`config.mk`:
```
export PLATFORM = sky130hd
export DESIGN_NAME = edge_detect_filtered_multi
export DESIGN_NICKNAME = d
export VERILOG_FILES = /design/src/rtl/edge_detect_filtered_multi.sv
export SDC_FILE = /design/constraint.sdc
export NUM_CORES = 1
export LEC_CHECK = 0
export BUFFER_PORTS_ARGS = -buffer_cell sky130_fd_sc_hd__buf_2
export CAP_MARGIN = 15
export CORE_AREA = 4 4 41 43
export CTS_BUF_LIST = sky130_fd_sc_hd__clkbuf_8 sky130_fd_sc_hd__clkbuf_16
export CTS_CLUSTER_DIAMETER = 120
export DETAILED_ROUTE_END_ITERATION = 8
export DIE_AREA = 0 0 45 47
export MAX_ROUTING_LAYER = met4
export PLACE_DENSITY_LB_ADDON = 0.08
export SETUP_SLACK_MARGIN = 0.2
export SLEW_MARGIN = 10
export SYNTH_ARGS = -nofsm -noshare
export SYNTH_HDL_FRONTEND = slang
export SYNTH_SLANG_ARGS = --single-unit
```
`constraint.sdc`:
```
create_clock -name clk -period 2.15 [get_ports clk]
set_clock_uncertainty 0.1 [all_clocks]
set_input_delay 0.215 -clock clk [delete_from_list [all_inputs] [get_ports clk]]
set_output_delay 0.215 -clock clk [all_outputs]
set_load 0.005 [all_outputs]
```
`src/rtl/edge_detect_filtered_multi.sv`:
```
// Multi-channel debounced edge detector: per-channel synchronizer, persistence
// filter, qualified rise/fall detection, stretched pulse and sticky event flag.
module edge_detect_filtered_multi #(
  parameter int WIDTH         = 1,
  parameter int SYNC_STAGES   = 2,
  parameter int FILTER_CYCLES = 4,
  parameter int PULSE_LEN     = 1
) (
  input  logic             clk,
  input  logic             ares_n,
  input  logic             sres,
  input  logic             ld_en,
  input  logic [WIDTH-1:0] level_in,
  input  logic [WIDTH-1:0] rise_en,
  input  logic [WIDTH-1:0] fall_en,
  input  logic [WIDTH-1:0] flag_clr,
  output logic [WIDTH-1:0] level_filt,
  output logic [WIDTH-1:0] pulse_out,
  output logic [WIDTH-1:0] event_flag,
  output logic             any_event
);

  localparam int CW = $clog2(FILTER_CYCLES + 1);
  localparam int SW = $clog2(PULSE_LEN + 1);
  localparam logic [CW-1:0] CNT_LAST = CW'(FILTER_CYCLES - 1);
  localparam logic [SW-1:0] STRETCH  = SW'(PULSE_LEN);

  logic [WIDTH-1:0] sync_q;

  // The synchronizer runs freely: neither ld_en nor sres touches it.
  if (SYNC_STAGES == 0) begin : g_nosync
    assign sync_q = level_in;
  end else begin : g_sync
    logic [WIDTH-1:0] sync_ff [SYNC_STAGES];

    always_ff @(posedge clk or negedge ares_n) begin
      if (!ares_n) begin
        // NOTE: every flop in this small array is reset; it holds metastability-
        // hardened state, not bulk storage, so clearing it is cheap and required.
        for (int s = 0; s < SYNC_STAGES; s++) sync_ff[s] <= '0;
      end else begin
        sync_ff[0] <= level_in;
        for (int s = 1; s < SYNC_STAGES; s++) sync_ff[s] <= sync_ff[s-1];
      end
    end

    assign sync_q = sync_ff[SYNC_STAGES-1];
  end

  for (genvar i = 0; i < WIDTH; i++) begin : g_ch
    logic [CW-1:0] cnt_q, cnt_d;
    logic [SW-1:0] scnt_q, scnt_d;
    logic          filt_q, filt_d;
    logic          pulse_q, pulse_d;
    logic          flag_q, flag_d;
    logic          commit, qual;

    always_comb begin
      // NOTE: every variable gets a default first so no path leaves it
      // unassigned, which would otherwise infer a latch.
      cnt_d  = cnt_q;
      filt_d = filt_q;
      scnt_d = scnt_q;
      flag_d = flag_q;
      commit = 1'b0;
      qual   = 1'b0;

      if (ld_en) begin
        if (sync_q[i] == filt_q) begin
          cnt_d = '0;
        end else if (cnt_q >= CNT_LAST) begin
          cnt_d  = '0;
          filt_d = sync_q[i];
          commit = 1'b1;
        end else begin
          cnt_d = cnt_q + 1'b1;
        end

        qual = commit & (sync_q[i] ? rise_en[i] : fall_en[i]);

        // A qualified edge reloads the stretch, so back-to-back edges merge.
        if (qual)                scnt_d = STRETCH;
        else if (scnt_q != '0)   scnt_d = scnt_q - 1'b1;
      end

      // Set beats clear when both land on the same cycle.
      if (qual)             flag_d = 1'b1;
      else if (flag_clr[i]) flag_d = 1'b0;

      if (sres) begin
        cnt_d  = '0;
        filt_d = 1'b0;
        scnt_d = '0;
        flag_d = 1'b0;
      end

      pulse_d = (scnt_d != '0);
    end

    always_ff @(posedge clk or negedge ares_n) begin
      if (!ares_n) begin
        cnt_q   <= '0;
        filt_q  <= 1'b0;
        scnt_q  <= '0;
        pulse_q <= 1'b0;
        flag_q  <= 1'b0;
      end else begin
        // NOTE: non-blocking assignments keep every flop sampling pre-edge values.
        cnt_q   <= cnt_d;
        filt_q  <= filt_d;
        scnt_q  <= scnt_d;
        pulse_q <= pulse_d;
        flag_q  <= flag_d;
      end
    end

    assign level_filt[i] = filt_q;
    assign pulse_out[i]  = pulse_q;
    assign event_flag[i] = flag_q;
  end

  assign any_event = |event_flag;

endmodule
```
# After elaboration in Yosys (flattened, before gate mapping)
# Cells that the tools add are included.
# word_totals
regBits,8
input_bits,8
out_inout_bits,4
wordCells,36
# op_classes
n_addsub,2
magnitude_cmp,1
n_eq_ne,2
mux,20
n_bitwise,1
reduce_logical,4
# op_table
cell,n
2-to-1 mux 1 bit,16
2-to-1 mux 3 bit,4
nonzero test 2 bit,2
adder 3 x 1 -> 3 bit (second input constant),1
>= comparator 3 x 2 -> 1 bit (second input constant),1
AND reduction 3 bit,1
nonzero test 3 bit,1
!= test 2 bit (second input constant),1
bitwise AND 1 bit,1
== test 1 bit,1
subtractor 1 bit (second input constant),1

# Depth between registers and ports, before layout
# Gate-level depths: netlist of run 1.
# depth
depth_word,8
depth_mapped,5
ltp_nobuf,5

# Worst setup path before layout of run 1
# OpenSTA, ideal clock, no wires.
# synth_path
path_kind,reg-to-reg
startpoint,register g_ch[0].cnt_q[0]
endpoint,register g_ch[0].flag_q (netlist: any_event)
setup_time_ns,0.122
t_arrival_ns,1.350
t_required_ns,1.928
slack_ns,0.579
stages_incl_launch_ff,5
n_path_buf,0
period_less_slack_ns,1.571
path_cell_list,dfrtp_1 ha_1 ha_1 a211o_4 a32o_1
# synth_between
elab_chain_len,8
word_cells_on_any_way,9
classes_between,1 x order compare; 6 x mux; 1 x bitwise; 1 x reduce/logical
# synth_rtl
element,line,rtl
start: declaration,51,"logic [CW-1:0] cnt_q, cnt_d;"
start signal: assignment,109,cnt_q <= cnt_d;
>= comparator 3 x 2 -> 1 bit (*),71,end else if (cnt_q >= CNT_LAST) begin
2-to-1 mux 1 bit (*),71,
2-to-1 mux 1 bit (*),69,if (sync_q[i] == filt_q) begin
2-to-1 mux 1 bit (*),68,if (ld_en) begin
bitwise AND 1 bit (*),79,qual = commit & (sync_q[i] ? rise_en[i] : fall_en[i]);
2-to-1 mux 1 bit (*),68,
2-to-1 mux 1 bit,87,if (qual) flag_d = 1'b1;
2-to-1 mux 1 bit,90,if (sres) begin
end signal: assignment,113,flag_q <= flag_d;
end: declaration,55,"logic flag_q, flag_d;"
# Every way passes the cells marked *; elsewhere a longest branch is shown, timed or not. The select of a mux whose other input is x is not followed.
# A chain may end at the register's enable or synchronous reset.

# Worst setup path after layout of run 1
# layout_path
startpoint,register g_ch[0].cnt_q[0]
endpoint,register g_ch[0].cnt_q[1]
# layout_between
elab_chain_len,5
word_cells_on_any_way,6
classes_between,1 x add/sub; 1 x order compare; 4 x mux
# layout_rtl
element,line
adder 3 x 1 -> 3 bit / >= comparator 3 x 2 -> 1 bit (equally long branches),"76, 71"
2-to-1 mux 3 bit (*),71
2-to-1 mux 3 bit (*),69
2-to-1 mux 3 bit (*),68
2-to-1 mux 3 bit (*),90
# Marked as above.

==> metrics.yaml, run 1 <==
clock_latency_ns: 0.22
reg2reg_depth: 5
min_path_type: "input pin to flip-flop"
outcome: "completed"
start_util: 0.307
p_leak_nw: 0.277
worst_setup_path_start_kind: "flip-flop"
coreArea_mm2: 0.00130
die-height_um: 47
synth_top_family_by_area: "compound AO/OA/AOI/OAI gates"
syn-mean-instance-area_um2: 11.7
slew_headroom: 0.837
rrSetupSlack_ns: 0.50
setup.worst_path.start: "g_ch[0].cnt_q[0]$_DFFE_PN0P_"
final_area_um2: 522
hold_violations: 0
cts.sinks: 8
final_nets: 60
drc_errors: 0
period_needed_ns: 1.65
maxCapViolCount: 0
criticalPathCategory: "flip-flop to flip-flop"
dpl.hpwl_um: 632
syn2layout_area_growth_pct: 30.7
yosysSeqAreaShare: 0.502
ys_ff_latch: 8
antenna_found_initial: 0
synth.area.top_cells: "dfrtp_1, a32o_1, ha_1"
clockBufferDepth: 2
syn-cell-area_um2: 399
synth_warnings: 0
setup-tns-final_ns: 0
hold_end: "g_ch[0].cnt_q[0]$_DFFE_PN0P_"
viasPerCell: 4.87
syn_inst: 34
final-max-slew-violation-count: 0
worstPathArrival_ns: 1.71
row_count: 13
netlist.area_leader.share: 0.502
mostFrequentLayoutCells: "buf_2, dfrtp_1, a32o_1"
grt_pass1_wl_um: 1310
routed_wl_um: 790
timing.rr.start: "g_ch[0].cnt_q[0]$_DFFE_PN0P_"
grt_pass1_vias: 319
grt_usage: 0.0956
clockRootBuffer: "clkbuf_8"
hold_start: "ld_en"
cts_tree: "yes"
routedWlPerCell_um: 12.5
synthAdderAreaFrac: 0.0627
powerDensity_mw_per_mm2: 688
mostFrequentLayoutCell: "buf_2"
syn_nets: 44
synth-compound-area-share: 0.204
cts_buffers: 3
drtAntennaViolNets: 0
ios: 12
synth-xor-area-share: 0.0219
place.gp.congestion: 0.669
path_clk_slew_ns: 0.04
dieArea_mm2: 0.00212
dr.pass1.iters: 4
fmax_ghz: 0.605
post-synth-top-area-cell: "dfrtp_1"
setup_violations: 0
vdd_drop_max_mv: 0.295
fillCellCount: 131
num_vias: 307
h-tree-depth: 1
place_area_um2: 460
muxShareOfSynthArea: 0.0251
synth.distinct_cells: 19
crit_fanout: 7
antenna_cells: 0
cp-end-kind: "flip-flop"
hold_path_depth: 3
fin_crit_sh: 0.768
drt_iter0_drc: 1
rsz0062_at_grt: "no"
synthSimpleGateAreaFrac: 0.125
layout-drive-gt1-share: 0.333
die_w_um: 45
timing.rr.end: "g_ch[0].cnt_q[1]$_DFFE_PN0P_"
grt_max_degree: 9
cp.required_ns: 2.21
tightest_slew_ns: 0.242
grt-ovfl-total: 0
port_buffers: 11
## cell usage after synthesis
| library cell | number |
|---|---|
| a21oi_1 | 1 |
| inv_1 | 3 |
| mux2i_1 | 1 |
| a41o_1 | 1 |
| nand2_1 | 1 |
| xor2_1 | 1 |
| dfrtp_1 | 8 |
| ha_1 | 2 |
| a32o_1 | 4 |
| clkbuf_2 | 1 |
| nand3_1 | 1 |
| nor2_1 | 3 |
| nor3_1 | 1 |
| nand2b_1 | 1 |
| o41ai_1 | 1 |
| buf_4 | 1 |
| nor3b_2 | 1 |
| and2_1 | 1 |
| a211o_4 | 1 |
## kinds of logic after synthesis
group | after synthesis
flops | 8
buf+inv | 5
compound gates | 8
simple gates | 9
mux | 1
fa+ha+maj | 2
xor+xnor | 1
## how the worst max path moves through the flow
stage / cells past startpoint / endpoint
after floorplan: 4 / any_event$_DFFE_PN0P_
final: 5 / g_ch[0].cnt_q[1]$_DFFE_PN0P_
after CTS: 5 / g_ch[0].cnt_q[1]$_DFFE_PN0P_
after global placement: 5 / g_ch[0].cnt_q[1]$_DFFE_PN0P_
after detailed placement: 5 / g_ch[0].cnt_q[1]$_DFFE_PN0P_
after global routing: 5 / g_ch[0].cnt_q[1]$_DFFE_PN0P_
## metal layers
layer,global-route usage,share of wire,up-vias
met1,0.0984,0.44,137
met3,0.0383,0.10,2
met2,0.138,0.43,14
met5,-,0,-
met4,0.0877,0.022,0
li1,-,-,154
## repair_timing
| item | 4_1_cts | 5_1_grt |
|---|---|---|
| resized for setup | 0 | 0 |
| hold endpoints to repair | 9 | 0 |
| setup endpoints to repair | 0 | 0 |
| setup buffers | 0 | 0 |
| hold buffers | 2 | 0 |
## flip-flops by register name, indices dropped and copies added, names as in the netlist
register / flops
any_event: 1
g_sync.sync_ff: 1
g_ch.cnt_q: 3
pulse_out: 1
sync_q: 1
level_filt: 1
## through the flow
step / hold slack [ns] / power (W) / instances / setup slack (ns) / utilization
6_report: 0.182 / 0.000359 / 63 / 0.498 / 0.401
2_1_floorplan: -0.181 / 0.000173 / 34 / 0.579 / -
5_1_grt: 0.192 / 0.000378 / 63 / 0.410 / 0.401
4_1_cts: 0.177 / 0.000369 / 63 / 0.478 / 0.401
3_3_place_gp: -0.0356 / 0.000185 / 58 / 0.525 / 0.354
3_5_place_dp: -0.0332 / 0.000186 / 58 / 0.492 / 0.354
## where the power goes
part / total (W) / switching [W] / internal (W)
clock: 0.000173 / 0.0000523 / 0.000121
sequential: 0.000158 / 0.00000330 / 0.000155
combinational: 0.0000278 / 0.0000147 / 0.0000131
## final cells by class
class                      instances  area [um2]  share of cell area
sequential                         8         200               0.384
inverter                           3        11.3              0.0216
timing repair buffer              13        75.1               0.144
clock buffer                       3        41.3              0.0791
tap                               15        18.8              0.0360
multi-input combinational         21         175               0.336
## worst max-delay path, cell delays in order (launching register included)
cell and delay (ns):
dfrtp_1 0.41, ha_1 0.21, ha_1 0.19, a211o_4 0.35
nor3b_2 0.18, a32o_1 0.14
(Power assumes the default switching activity.)
==> inputs of run 2 (changes only) <==
==> constraint.sdc (replaced) <==
create_clock -name clk -period 1.4 [get_ports clk]
set_clock_uncertainty 0.1 [all_clocks]
set_input_delay 0.14 -clock clk [delete_from_list [all_inputs] [get_ports clk]]
set_output_delay 0.14 -clock clk [all_outputs]
set_load 0.005 [all_outputs]
==> metrics.yaml, run 2 (synthesis results as in run 1) <==
criticalPathCategory: "flip-flop to flip-flop"
drc_errors: 0
dieArea_mm2: 0.00212
place.gp.congestion: 0.772
rsz0062_at_grt: "yes"
outcome: "complete, but fails checks"
cts.sinks: 8
start_util: 0.307
num_vias: 336
cp.required_ns: 1.47
antenna_cells: 0
final_cells: 66
grt_max_degree: 9
cpMostUsedCell: "ha_2"
clockBufferDepth: 2
h-tree-depth: 1
fin_crit_sh: 1.08
grt_pass1_vias: 340
p_total_w: 0.000575
violations: "setup timing"
place_area_um2: 488
fmax_ghz: 0.659
dr.pass1.iters: 4
worst_setup_path_start_kind: "flip-flop"
setup_ws_ns: -0.117
hold_path_depth: 2
max_stage_delay_ns: 0.39
place_inst: 61
coreArea_mm2: 0.00130
final-max-slew-violation-count: 0
maxCapViolCount: 0
viasPerCell: 5.09
crit_fanout: 7
cp_slowest_cell: "dfrtp_1"
vdd_drop_max_mv: 0.393
fin_util: 0.428
grt_pass1_wl_um: 1500
clock_latency_ns: 0.23
grt_usage: 0.113
die_w_um: 45
final_nets: 63
final_area_um2: 557
period_needed_ns: 1.52
largest_register: "g_ch.cnt_q"
ios: 12
cp-end-kind: "flip-flop"
row_count: 13
fillCellCount: 128
mostFrequentLayoutCell: "buf_2"
setup-tns-final_ns: -0.531
mostFrequentLayoutCells: "buf_2, dfrtp_1, a32o_1"
path_clk_slew_ns: 0.04
routedWlPerCell_um: 13.9
dpl.hpwl_um: 695
p_leak_nw: 0.295
worstPathArrival_ns: 1.58
die-height_um: 47
drt_iter0_drc: 4
grt-ovfl-total: 0
powerDensity_mw_per_mm2: 1030
clockRootBuffer: "clkbuf_8"
routed_wl_um: 916
reg2reg_depth: 5
cts_buffers: 3
min_path_type: "input pin to flip-flop"
hold_violations: 0
post_cts_buffers: 0
cts_tree: "yes"
crit_chain: "ha_2 > ha_2 > a211o_4 > nor3b_2 > a32o_1"
syn2layout_area_growth_pct: 39.5
tightest_slew_ns: 0.230
layout-drive-gt1-share: 0.431
setup_violations: 6
drtAntennaViolNets: 0
antenna_found_initial: 0
port_buffers: 11
slew_headroom: 0.845
largest_reg_flops: 3
run 2: cell types whose count changed in the layout (fill, tap and decap cells not counted):
| cell | delta |
|---|---|
| buf_4 | +3 |
| ha_2 | +2 |
| ha_1 | -2 |
| o41ai_2 | +1 |
| o41ai_1 | -1 |
run 2: area by class of cell:
cell class                      instances  area (um2)  area share
Clock buffer                            3        41.3      0.0742
Sequential cell                         8         200       0.360
Timing Repair Buffer                   16        97.6       0.175
Tap cell                               15        18.8      0.0337
Inverter                                3        11.3      0.0202
Multi-Input combinational cell         21         188       0.337
run 2: per-stage QoR:
stage / hold slack, ns / worst slack, ns
final: 0.123 / -0.117
after global routing: 0.142 / -0.153
after CTS: 0.122 / -0.107
after detailed placement: -0.104 / -0.108
after global placement: -0.111 / -0.0761
after floorplan: -0.256 / -0.0609
run 2: timing repair:
action,CTS,global route
pin swaps,0,2
resized for setup,1,0
hold buffers,2,0
hold endpoints to repair,9,0
setup endpoints to repair,6,6
run 2: critical path: cells and delay by family, from the launching register on:
family / cells / cell delay [ns]
AOI/OAI and AO/OA: 2 / 0.46
DFF: 1 / 0.39
adders and majority gates: 2 / 0.34
and+or+nand+nor: 1 / 0.17
run 2: final timing paths:
kind	from	end	slack, ns
worst min-delay path	sres	g_ch[0].cnt_q[0]$_DFFE_PN0P_	0.12
worst min register to register	g_sync.sync_ff[1]$_DFF_PN0_	sync_q$_DFF_PN0_	0.25
max in group asynchronous	ares_n	any_event$_DFFE_PN0P_	0.84
worst max register to register	g_ch[0].cnt_q[0]$_DFFE_PN0P_	g_ch[0].cnt_q[1]$_DFFE_PN0P_	-0.12
worst max-delay path	g_ch[0].cnt_q[0]$_DFFE_PN0P_	g_ch[0].cnt_q[1]$_DFFE_PN0P_	-0.12
min in group asynchronous	ares_n	level_filt$_DFFE_PN0P_	0.19
run 2: layer usage:
layer / wire [um] / track usage / part of all wire
met1: 421 / 0.124 / 0.46
met2: 403 / 0.144 / 0.44
met5: 0 / - / 0
met4: 40 / 0.123 / 0.044
met3: 51 / 0.0460 / 0.056
run 2: power breakdown:
part           switching [W]  internal [W]
clock              0.0000966      0.000187
sequential        0.00000376      0.000238
combinational      0.0000262     0.0000244
==> inputs of run 3 (changes only) <==
--- a/config.mk
+++ b/config.mk
@@ -7,11 +7,11 @@
 export LEC_CHECK = 0
 export BUFFER_PORTS_ARGS = -buffer_cell sky130_fd_sc_hd__buf_2
 export CAP_MARGIN = 15
-export CORE_AREA = 4 4 41 43
+export CORE_MARGIN = 4
+export CORE_UTILIZATION = 29
 export CTS_BUF_LIST = sky130_fd_sc_hd__clkbuf_8 sky130_fd_sc_hd__clkbuf_16
 export CTS_CLUSTER_DIAMETER = 120
 export DETAILED_ROUTE_END_ITERATION = 8
-export DIE_AREA = 0 0 45 47
 export MAX_ROUTING_LAYER = met4
 export PLACE_DENSITY_LB_ADDON = 0.08
 export SETUP_SLACK_MARGIN = 0.2
==> metrics.yaml, run 3 (synthesis results as in run 1) <==
rsz0062_at_grt: "yes"
antenna_found_initial: 0
cp-end-kind: "flip-flop"
slew_headroom: 0.848
clockRootBuffer: "clkbuf_8"
antenna_cells: 0
hold_violations: 0
routedWlPerCell_um: 14.4
cp.required_ns: 1.42
drtAntennaViolNets: 0
row_count: 13
place_inst: 61
final_nets: 63
maxCapViolCount: 0
mostFrequentLayoutCell: "buf_2"
timing.rr.start: "g_ch[0].cnt_q[1]$_DFFE_PN0P_"
dpl.hpwl_um: 685
p_leak_nw: 0.297
final-max-slew-violation-count: 0
die-height_um: 45.1
syn2layout_area_growth_pct: 43.3
reg2reg_depth: 4
cts_buffers: 3
dr.pass1.iters: 2
coreArea_mm2: 0.00130
vdd_drop_max_mv: 0.388
largest_register: "g_ch.cnt_q"
die_w_um: 45.1
criticalPathCategory: "flip-flop to flip-flop"
violations: "setup timing"
post_cts_buffers: 0
h-tree-depth: 1
num_vias: 328
final_cells: 66
fmax_ghz: 0.657
routed_wl_um: 951
clock_latency_ns: 0.23
fillCellCount: 138
place.gp.congestion: 0.727
port_buffers: 11
crit_fanout: 7
setup-tns-final_ns: -0.546
setup.worst_path.start: "g_ch[0].cnt_q[1]$_DFFE_PN0P_"
viasPerCell: 4.97
fin_crit_sh: 1.09
grt_pass1_vias: 352
ios: 12
grt_usage: 0.118
grt_pass1_wl_um: 1580
period_needed_ns: 1.52
hold_start: "flag_clr"
fin_hold_ws_ns: 0.133
path_clk_slew_ns: 0.04
cts_tree: "yes"
drt_iter0_drc: 1
tightest_slew_ns: 0.225
start_util: 0.307
layout-drive-gt1-share: 0.451
worst_setup_path_start_kind: "flip-flop"
cts.sinks: 8
largest_reg_flops: 3
min_path_type: "input pin to flip-flop"
hold_path_depth: 3
setup_ws_ns: -0.121
p_total_w: 0.000576
clockBufferDepth: 2
mostFrequentLayoutCells: "buf_2, dfrtp_1, a32o_1"
grt_max_degree: 9
drc_errors: 0
place_ws_ns: -0.105
dieArea_mm2: 0.00203
setup_violations: 6
grt-ovfl-total: 0
powerDensity_mw_per_mm2: 1010
outcome: "complete, but fails checks"
worstPathArrival_ns: 1.54
[run 3: cell counts in the layout (fill, tap and decap cells not counted)]
No cell type changed its count.
[run 3: repair_timing]
action | CTS | global route
setup endpoints to repair | 6 | 6
hold buffers | 2 | 0
pin swaps | 1 | 3
resized for setup | 3 | 0
hold endpoints to repair | 9 | 0
[run 3: critical path, stage by stage (launching register included)]
cell and delay, ns:
dfrtp_1 0.38, ha_2 0.20, ha_4 0.15, a211o_4 0.31, a32o_1 0.27
[run 3: cell type report]
class	count	area, um2	share of cell area
Inverter	3	11.3	0.0197
Clock buffer	3	41.3	0.0722
Timing Repair Buffer	16	97.6	0.171
Multi-Input combinational cell	21	203	0.354
Tap cell	15	18.8	0.0328
Sequential cell	8	200	0.350
[run 3: metrics by stage]
step	utilization	instance area [um2]
finish	0.439	572
global route	0.439	572
CTS	0.439	572
detailed placement	0.375	488
global placement	0.375	488
floorplan	-	404
[run 3: final timing paths]
kind	to	slack, ns
min in group asynchronous	g_sync.sync_ff[1]$_DFF_PN0_	0.18
max in group asynchronous	g_ch[0].cnt_q[0]$_DFFE_PN0P_	0.86
max reg2reg	pulse_out$_DFFE_PN0P_	-0.12
min reg2reg	sync_q$_DFF_PN0_	0.26
max	pulse_out$_DFFE_PN0P_	-0.12
min	any_event$_DFFE_PN0P_	0.13
[run 3: layer usage]
metal | up-vias | share of wire | routed length, um | track usage
li1 | 158 | - | - | -
met1 | 159 | 0.45 | 425 | 0.135
met2 | 9 | 0.50 | 472 | 0.172
met3 | 2 | 0.033 | 31 | 0.0359
met4 | 0 | 0.022 | 21 | 0.0877
met5 | - | 0 | 0 | -
[run 3: power breakdown]
part	switching (W)	internal, W
sequential	0.00000403	0.000238
combinational	0.0000266	0.0000243
clock	0.0000962	0.000187
